<file path="src/rtl/add7_arbiter_pkg.sv">
// Shared definitions for the two-requester 7-bit adder arbiter.
// Holds the fixed data width and FSM state encodings.
package add7_arbiter_pkg;

    localparam int WIDTH = 7;

    typedef enum logic [1:0] {
        IDLE = 2'd0,
        CALC = 2'd1,
        DONE = 2'd2
    } state_t;

endpackage

</file>
<file path="src/rtl/add7_arbiter_rca7.sv">
// 7-bit ripple-carry adder shared by both requesters.
// Carry-out is intentionally dropped; results wrap mod 128.
module rca7
    import add7_arbiter_pkg::*;
(
    input  logic [WIDTH-1:0] a,
    input  logic [WIDTH-1:0] b,
    input  logic             ci,
    output logic [WIDTH-1:0] s
);

    logic c;

    always_comb begin
        c = ci;
        s = '0;
        for (int i = 0; i < WIDTH; i++) begin
            s[i] = a[i] ^ b[i] ^ c;
            c    = (a[i] & b[i]) | (c & (a[i] ^ b[i]));
        end
    end

endmodule

</file>
<file path="src/rtl/add7_arbiter.sv">
// Round-robin arbiter sequencing two requesters onto one shared rca7.
// Define ADD7_ARBITER_SUB_EN to add op0/op1 ports selecting subtraction.
module add7_arbiter
    import add7_arbiter_pkg::*;
(
    input  logic             clk,
    input  logic             reset_n,
    input  logic             req0,
    input  logic             req1,
    input  logic [WIDTH-1:0] a0,
    input  logic [WIDTH-1:0] b0,
    input  logic [WIDTH-1:0] a1,
    input  logic [WIDTH-1:0] b1,
`ifdef ADD7_ARBITER_SUB_EN
    input  logic             op0,
    input  logic             op1,
`endif
    input  logic             ack0,
    input  logic             ack1,
    output logic             gnt0,
    output logic             gnt1,
    output logic             done0,
    output logic             done1,
    output logic [WIDTH-1:0] s_out
);

    state_t           state;
    logic             prio;
    logic             owner;
    logic             pick;
    logic             owner_ack;
    logic [WIDTH-1:0] a_r;
    logic [WIDTH-1:0] b_r;
    logic [WIDTH-1:0] add_b;
    logic [WIDTH-1:0] sum;
    logic             ci;

`ifdef ADD7_ARBITER_SUB_EN
    logic op_r;

    // Subtraction as a + ~b + 1 through the same adder.
    assign add_b = op_r ? ~b_r : b_r;
    assign ci    = op_r;
`else
    assign add_b = b_r;
    assign ci    = 1'b0;
`endif

    rca7 u_rca7 (
        .a  (a_r),
        .b  (add_b),
        .ci (ci),
        .s  (sum)
    );

    always_comb begin
        pick = 1'b0;
        unique case (1'b1)
            req0 && req1:  pick = prio;
            req1 && !req0: pick = 1'b1;
            default:       pick = 1'b0;
        endcase
    end

    assign owner_ack = owner ? ack1 : ack0;

    always_ff @(posedge clk) begin
        if (!reset_n) begin
            state <= IDLE;
            prio  <= 1'b0;
            owner <= 1'b0;
            a_r   <= '0;
            b_r   <= '0;
            gnt0  <= 1'b0;
            gnt1  <= 1'b0;
            done0 <= 1'b0;
            done1 <= 1'b0;
            s_out <= '0;
`ifdef ADD7_ARBITER_SUB_EN
            op_r  <= 1'b0;
`endif
        end else begin
            gnt0 <= 1'b0;
            gnt1 <= 1'b0;
            case (state)
                IDLE: begin
                    if (req0 || req1) begin
                        state <= CALC;
                        owner <= pick;
                        a_r   <= pick ? a1 : a0;
                        b_r   <= pick ? b1 : b0;
`ifdef ADD7_ARBITER_SUB_EN
                        op_r  <= pick ? op1 : op0;
`endif
                        gnt0  <= ~pick;
                        gnt1  <= pick;
                    end
                end
                CALC: begin
                    state <= DONE;
                    s_out <= sum;
                    done0 <= ~owner;
                    done1 <= owner;
                end
                DONE: begin
                    if (owner_ack) begin
                        state <= IDLE;
                        prio  <= ~owner;
                        done0 <= 1'b0;
                        done1 <= 1'b0;
                    end
                end
                default: begin
                    state <= IDLE;
                    done0 <= 1'b0;
                    done1 <= 1'b0;
                end
            endcase
        end
    end

endmodule

</file>
<file path="config.mk">
export PLATFORM = sky130hd
export DESIGN_NAME = add7_arbiter
export DESIGN_NICKNAME = d
export VERILOG_FILES = /design/src/rtl/add7_arbiter_pkg.sv /design/src/rtl/add7_arbiter_rca7.sv /design/src/rtl/add7_arbiter.sv
export SDC_FILE = /design/constraint.sdc
export NUM_CORES = 1
export LEC_CHECK = 0
export CAP_MARGIN = 20
export CORE_MARGIN = 3
export CORE_UTILIZATION = 46
export CTS_BUF_LIST = sky130_fd_sc_hd__clkbuf_16
export DETAILED_ROUTE_END_ITERATION = 16
export PLACE_DENSITY = 0.79
export RECOVER_POWER = 50
export SYNTH_ARGS = -nofsm -noshare
export SYNTH_HDL_FRONTEND = slang
export SYNTH_SLANG_ARGS = --single-unit
</file>
<file path="constraint.sdc">
create_clock -name clk -period 3.2 [get_ports clk]
set_clock_uncertainty 0.2 [all_clocks]
set_input_delay 0.64 -clock clk [delete_from_list [all_inputs] [get_ports clk]]
set_output_delay 0.64 -clock clk [all_outputs]
set_load 0.01 [all_outputs]
</file>
# After elaboration in Yosys (flattened, before gate mapping)
# Index checks and enable logic that the tools add are counted.
[totals]
register_bits = 29
inputBits = 34
out_inout_bits = 11
elab_cells = 66
[classes]
eq_ne = 4
n_mux = 10
bitwise = 32
reduce_logical = 10
[op_table]
columns = ["operator", "count"]
rows = [
  ["$mux 7", 2],
  ["$xor 1x1->1", 13],
  ["$and 1x1->1", 11],
  ["$reduce_and 2->1", 4],
  ["$pmux 1 s3", 2],
  ["$pmux 2 s3", 1],
  ["$or 1x1->1", 5],
  ["$mux 2", 2],
  ["$ne 2x2->1 const B", 2],
  ["$not 1->1", 3],
  ["$reduce_and 3->1", 1],
  ["$eq 2x1->1 const B", 1],
  ["$eq 2x2->1 const B", 1],
  ["$logic_and 1x1->1", 2],
  ["$logic_not 2->1", 1],
  ["$mux 1", 2],
  ["$pmux 1 s2", 1],
  ["$logic_not 1->1", 1],
  ["$logic_or 1x1->1", 1],
]

# Depth between registers and ports, before layout
[logic_depth]
ltp_word = 12
depth_mapped = 11
mapped_depth_nobuf = 11

# Modules after synthesis
# Synthesis repeated with hierarchy kept, for this count alone.
[hier_totals]
hier_cells = 154
hier_area_um2 = 1524.0
[modules_own_cells]
columns = ["module", "n_inst", "cells_each", "area_per_inst_um2", "seq_area_each_um2"]
rows = [
  ["add7_arbiter", 1, 142, 1361.3, 580.6],
  ["rca7", 1, 12, 162.7, 0.0],
]

# Worst setup path before layout
# OpenSTA, ideal clock, no wires.
[synth_timing]
path_type = "register to register"
from = "register a_r[0]"
to = "register s_out[6]"
setup_time_ns = 0.128
arrival_ns = 2.528
path_slack_ns = 0.344
stages_incl_launch_ff = 12
n_path_buf = 0
synth_period_minus_slack_ns = 2.856
cell_sequence = "dfxtp_1 > ha_1 > inv_1 > fa_1 > inv_1 > fa_1 > fa_1 > fa_1 > fa_1 > xor2_1 > nand4b_1 > o211ai_1"
[synth_via]
elab_chain_len = 12
[synth_rtl]
columns = ["item", "line_no", "text"]
rows = [
  ["start, declared", "add7_arbiter.sv:32", "logic [WIDTH-1:0] a_r;"],
  ["start signal, assigned", "add7_arbiter.sv:90", "a_r <= pick ? a1 : a0;"],
  ["$and 1x1->1 (2 in series)", "add7_arbiter_rca7.sv:19", "c = (a[i] & b[i]) | (c & (a[i] ^ b[i]));"],
  ["$or 1x1->1", "add7_arbiter_rca7.sv:19", ""],
  ["$and 1x1->1", "add7_arbiter_rca7.sv:19", ""],
  ["$or 1x1->1", "add7_arbiter_rca7.sv:19", ""],
  ["$and 1x1->1", "add7_arbiter_rca7.sv:19", ""],
  ["$or 1x1->1", "add7_arbiter_rca7.sv:19", ""],
  ["$and 1x1->1", "add7_arbiter_rca7.sv:19", ""],
  ["$or 1x1->1", "add7_arbiter_rca7.sv:19", ""],
  ["$and 1x1->1", "add7_arbiter_rca7.sv:19", ""],
  ["$or 1x1->1", "add7_arbiter_rca7.sv:19", ""],
  ["$xor 1x1->1", "add7_arbiter_rca7.sv:18", "s[i] = a[i] ^ b[i] ^ c;"],
  ["end signal, assigned", "add7_arbiter.sv:101", "s_out <= sum;"],
  ["end, declared", "add7_arbiter.sv:24", "output logic [WIDTH-1:0] s_out"],
]
# No other way between the ends.
# A chain may end at the register's enable or synchronous reset.

# Worst setup path after layout
# Same ends and word-level chain as after synthesis.

==> metrics.txt <==
# TYPE chip_impl_metric gauge
chip_impl_info{name="run_status",value="complete, no violations"} 1
chip_impl_metric{name="syn_avg_cell_area",unit="um^2"} 9.30
chip_impl_metric{name="max_stage_delay",unit="ns"} 0.42
chip_impl_info{name="min_delay_worst_endpoint",value="s_out[5]$_SDFFE_PN0N_"} 1
chip_impl_metric{name="ys_async_rst_share",unit="%"} 0
chip_impl_metric{name="finalHoldViolCount",unit=""} 0
chip_impl_metric{name="post_cts_hold_buffer_count",unit=""} 0
chip_impl_metric{name="drt.antenna.violating_nets",unit=""} 0
chip_impl_metric{name="vias",unit=""} 1355
chip_impl_metric{name="number_of_endpoints_failing_setup_at_the_final_stage",unit=""} 0
chip_impl_info{name="synth_ff_type",value="dfxtp_1"} 1
chip_impl_metric{name="cap_violations",unit=""} 0
chip_impl_metric{name="crit_required",unit="ns"} 3.16
chip_impl_metric{name="mappedNetlistArea",unit="mm^2"} 0.00149
chip_impl_info{name="worstReg2RegStart",value="a_r[0]$_SDFFE_PN0P_"} 1
chip_impl_metric{name="combinationalPowerShare",unit="%"} 19.6
chip_impl_metric{name="critical_path_peak_fanout",unit=""} 2
chip_impl_metric{name="floorplan.rows",unit=""} 20
chip_impl_metric{name="drt_iter0_drc",unit=""} 79
chip_impl_metric{name="ir_drop",unit="uV"} 337
chip_impl_metric{name="seq_power_share",unit="%"} 36.5
chip_impl_info{name="cts_tree",value="yes"} 1
chip_impl_info{name="end_kind",value="flop"} 1
chip_impl_info{name="synth_top_cell_by_area",value="dfxtp_1"} 1
chip_impl_metric{name="globalRouteTotalUtil",unit="%"} 19.9
chip_impl_metric{name="grt_max_degree",unit=""} 31
chip_impl_metric{name="cts.clk_slew.worst_paths",unit="ns"} 0.05
chip_impl_metric{name="cts_inserted_buffers",unit=""} 5
chip_impl_metric{name="fp.dieW",unit="um"} 62.9
chip_impl_metric{name="avgViaCountPerCell",unit=""} 5.53
chip_impl_metric{name="setup.reg_to_reg.worst_slack",unit="ns"} 0.13
chip_impl_metric{name="total_net_switching_power",unit="mW"} 0.286
chip_impl_metric{name="antenna_found_initial",unit=""} 0
chip_impl_metric{name="overflow",unit=""} 0
chip_impl_metric{name="leakage",unit="nW"} 0.918
chip_impl_metric{name="grt_first_pass_wirelength",unit="mm"} 6.07
chip_impl_metric{name="floorplan.core_area",unit="mm^2"} 0.00308
chip_impl_metric{name="grt.met2_usage",unit="%"} 32.4
chip_impl_metric{name="fin_setup_tns",unit="ns"} 0
chip_impl_metric{name="post-route-cell-area",unit="mm^2"} 0.00211
chip_impl_metric{name="hold_depth",unit=""} 2
chip_impl_metric{name="yosysUniqueCellTypes",unit=""} 31
chip_impl_metric{name="num-nets-final",unit=""} 240
chip_impl_metric{name="yosys_warnings",unit=""} 0
chip_impl_metric{name="switching_share",unit="%"} 24.4
chip_impl_metric{name="post_dp_cell_area",unit="mm^2"} 0.00194
chip_impl_metric{name="worst_ep_arrival_time",unit="ns"} 3.02
chip_impl_info{name="worstSetupStartpoint",value="a_r[0]$_SDFFE_PN0P_"} 1
chip_impl_metric{name="drc_errors",unit=""} 0
chip_impl_info{name="crit_path_frequent_cell",value="fa_1"} 1
chip_impl_metric{name="dieArea",unit="mm^2"} 0.00395
chip_impl_info{name="clock_root_buffer",value="clkbuf_16"} 1
chip_impl_metric{name="dr.pass1.iters",unit=""} 4
chip_impl_metric{name="met3_usage",unit="%"} 5.58
chip_impl_metric{name="tightestPinTransition",unit="ns"} 0.914
chip_impl_metric{name="synth_seq_area_share",unit="%"} 39.0
chip_impl_metric{name="synth.top_cell.area_share",unit="%"} 39.0
chip_impl_metric{name="setup_ws",unit="ns"} 0.132
chip_impl_metric{name="num_io_pins",unit=""} 45
chip_impl_metric{name="antennaDiodeCount",unit=""} 0
chip_impl_metric{name="dp_hpwl",unit="mm"} 2.50
chip_impl_metric{name="flow.area_growth_from_synthesis",unit="%"} 42.1
chip_impl_metric{name="postSynthCellCount",unit=""} 160
chip_impl_metric{name="number_of_global_route_vias_before_repair",unit=""} 1345
chip_impl_metric{name="post_cts_resize_count",unit=""} 0
chip_impl_metric{name="p_int",unit="mW"} 0.885
chip_impl_metric{name="number_of_enable_flip_flop_cells_after_synthesis",unit=""} 0
chip_impl_info{name="rsz_0062_raised_after_global_routing",value="no"} 1
chip_impl_metric{name="clock_power_share",unit="%"} 44.0
chip_impl_metric{name="slew_viols_final",unit=""} 0
chip_impl_info{name="hold_class",value="flop to flop"} 1
chip_impl_metric{name="layout.filler_cells",unit=""} 250
chip_impl_info{name="r2r-end",value="s_out[6]$_SDFFE_PN0N_"} 1
chip_impl_metric{name="routed_wirelength",unit="mm"} 3.47
chip_impl_metric{name="finalWorstPathRequiredPeriod",unit="ns"} 3.07
chip_impl_metric{name="preCtsSetupSlack",unit="ns"} 0.171
chip_impl_metric{name="chipHeight",unit="um"} 62.9
chip_impl_metric{name="max-slew-margin-rel",unit="%"} 39.1
chip_impl_info{name="netlist_top_cells_area",value="dfxtp_1 39%, o311a_1 8.1%, a21boi_0 7.1%"} 1
chip_impl_metric{name="synth.ff_latch_count",unit=""} 29
chip_impl_metric{name="worstSkewPairLatency",unit="ns"} 0.27
chip_impl_metric{name="avg_wl_per_cell",unit="um"} 14.2
chip_impl_metric{name="layout-drive-gt1-share",unit="%"} 5.97
chip_impl_metric{name="clock.fmax",unit="MHz"} 326
chip_impl_info{name="cp_cell_sequence",value="ha_1 -> inv_1 -> fa_1 -> inv_1 -> fa_1 -> fa_1 -> fa_1 -> fa_1 -> xor2_2 -> nand4b_1 -> o211ai_1"} 1
chip_impl_info{name="crit_path_start_kind",value="flop"} 1
chip_impl_metric{name="ff2ff_path_depth",unit=""} 11
chip_impl_metric{name="routabilityCongestion",unit=""} 0.747
chip_impl_metric{name="globalRouteMet1Util",unit="%"} 23.0
chip_impl_metric{name="initial_utilization",unit="%"} 48.3
chip_impl_info{name="grt.busiest_layer",value="met2"} 1
chip_impl_metric{name="clock_sinks",unit=""} 29
chip_impl_metric{name="final_min_period_over_clock_period",unit="%"} 95.9
chip_impl_info{name="worst_path_max_delay_cell",value="fa_1"} 1
chip_impl_metric{name="post-cts-setup-buffer-count",unit=""} 0
chip_impl_metric{name="cellPowerDensity",unit="mW/mm^2"} 554
chip_impl_metric{name="clock_tree.htree_level_count",unit=""} 2
chip_impl_metric{name="synth.net_count",unit=""} 200
chip_impl_metric{name="clk_path_buf_depth",unit=""} 2
chip_impl_metric{name="port-buffer-count",unit=""} 44
chip_impl_info{name="worst_hold_startpoint",value="s_out[5]$_SDFFE_PN0N_"} 1
chip_impl_info{name="timing_worst_setup_path_type",value="flop to flop"} 1
-- area by class of cell --
class / instances / area, um^2 / area share, %
multi-input combinational: 110 / 823 / 38.9
sequential: 29 / 581 / 27.5
timing repair buffer: 48 / 470 / 22.2
clock buffer: 5 / 125 / 5.92
tap: 44 / 55.1 / 2.60
clock inverter: 3 / 37.5 / 1.78
inverter: 6 / 22.5 / 1.07
-- cell families after synthesis --
| logic type | synth area share (%) |
|---|---|
| adder cells (fa/ha/maj) | 7.57 |
| buffers and inverters | 6.14 |
| AO/OA/AOI/OAI | 30.2 |
| flip-flops | 39.0 |
| AND/OR/NAND/NOR | 15.8 |
| XOR/XNOR | 0.589 |
| multiplexers | 0.673 |
-- power groups by stage --
stage	Clock [mW]	Sequential, mW	Combinational, mW
after detailed placement	0	0.434	0.234
after CTS	0.519	0.428	0.235
after floorplan	0	0.433	0.136
final	0.515	0.427	0.229
after global placement	0	0.433	0.224
after global routing	0.542	0.432	0.256
-- metal layers --
metal  wire (um)  vias up
met3         238       11
li1            -      663
met1        1440      621
met2        1690       60
met5           0        -
met4         102        0
-- critical path, delay by kind of cell, from the launching register on --
kind	cells	cell delay, ns
adder cells (fa/ha/maj)	6	1.98
AO/OA/AOI/OAI	1	0.09
XOR/XNOR	1	0.17
AND/OR/NAND/NOR	1	0.10
buffers and inverters	2	0.13
flip-flops	1	0.30
-- cells in the mapped netlist, types with 4 or more instances --
master and n:
dfxtp_1 29, a21boi_0 14, and3_1 13, nand2_1 13, o21bai_1 12, o311a_1 12
clkbuf_1 10, a21oi_1 7, inv_1 6, nor2_1 6, fa_1 5, buf_2 4
nand2b_1 4, nand3_1 4
-- state kept, by name, indices dropped and copies added, names as in the netlist --
register and flops:
a_r 7, add_b 7, done0 1, done1 1, gnt0 1, gnt1 1
owner 1, prio 1, s_out 7, state 2
-- worst max path at each step --
| stage | to | slack, ns | depth (start not counted) |
|---|---|---|---|
| CTS | s_out[6]$_SDFFE_PN0N_ | 0.11 | 11 |
| floorplan | s_out[6]$_SDFFE_PN0N_ | 0.34 | 11 |
| global placement | s_out[6]$_SDFFE_PN0N_ | 0.26 | 11 |
| finish | s_out[6]$_SDFFE_PN0N_ | 0.13 | 11 |
| global route | s_out[6]$_SDFFE_PN0N_ | 0.02 | 11 |
| detailed placement | s_out[6]$_SDFFE_PN0N_ | 0.17 | 11 |
-- per-stage QoR --
step                instances  util (%)  hold slack (ns)  power, mW
floorplan                 160         -            0.273      0.569
detailed placement        237      63.2            0.250      0.668
global placement          237      63.2            0.246      0.657
finish                    245      68.7            0.249       1.17
global route              245      68.7            0.280       1.23
CTS                       245      68.5            0.257       1.18
-- layout by cell type (no fill, tap or decap), drive strengths merged, types with 2 or more instances in the layout --
master          n
clkdlybuf4s50  30
buf             4
nand2b          4
a311o           2
nor3            2
nor2            6
o311a          12
a41o            2
nand3           4
fa              5
clkbuf          5
inv             7
o21bai         12
a21oi           7
o221a           3
dlygate4sd3    14
o21ai           2
dfxtp          29
and3           13
nand2          13
a21boi         14
No activity file was read; power rests on OpenSTA's default activity.
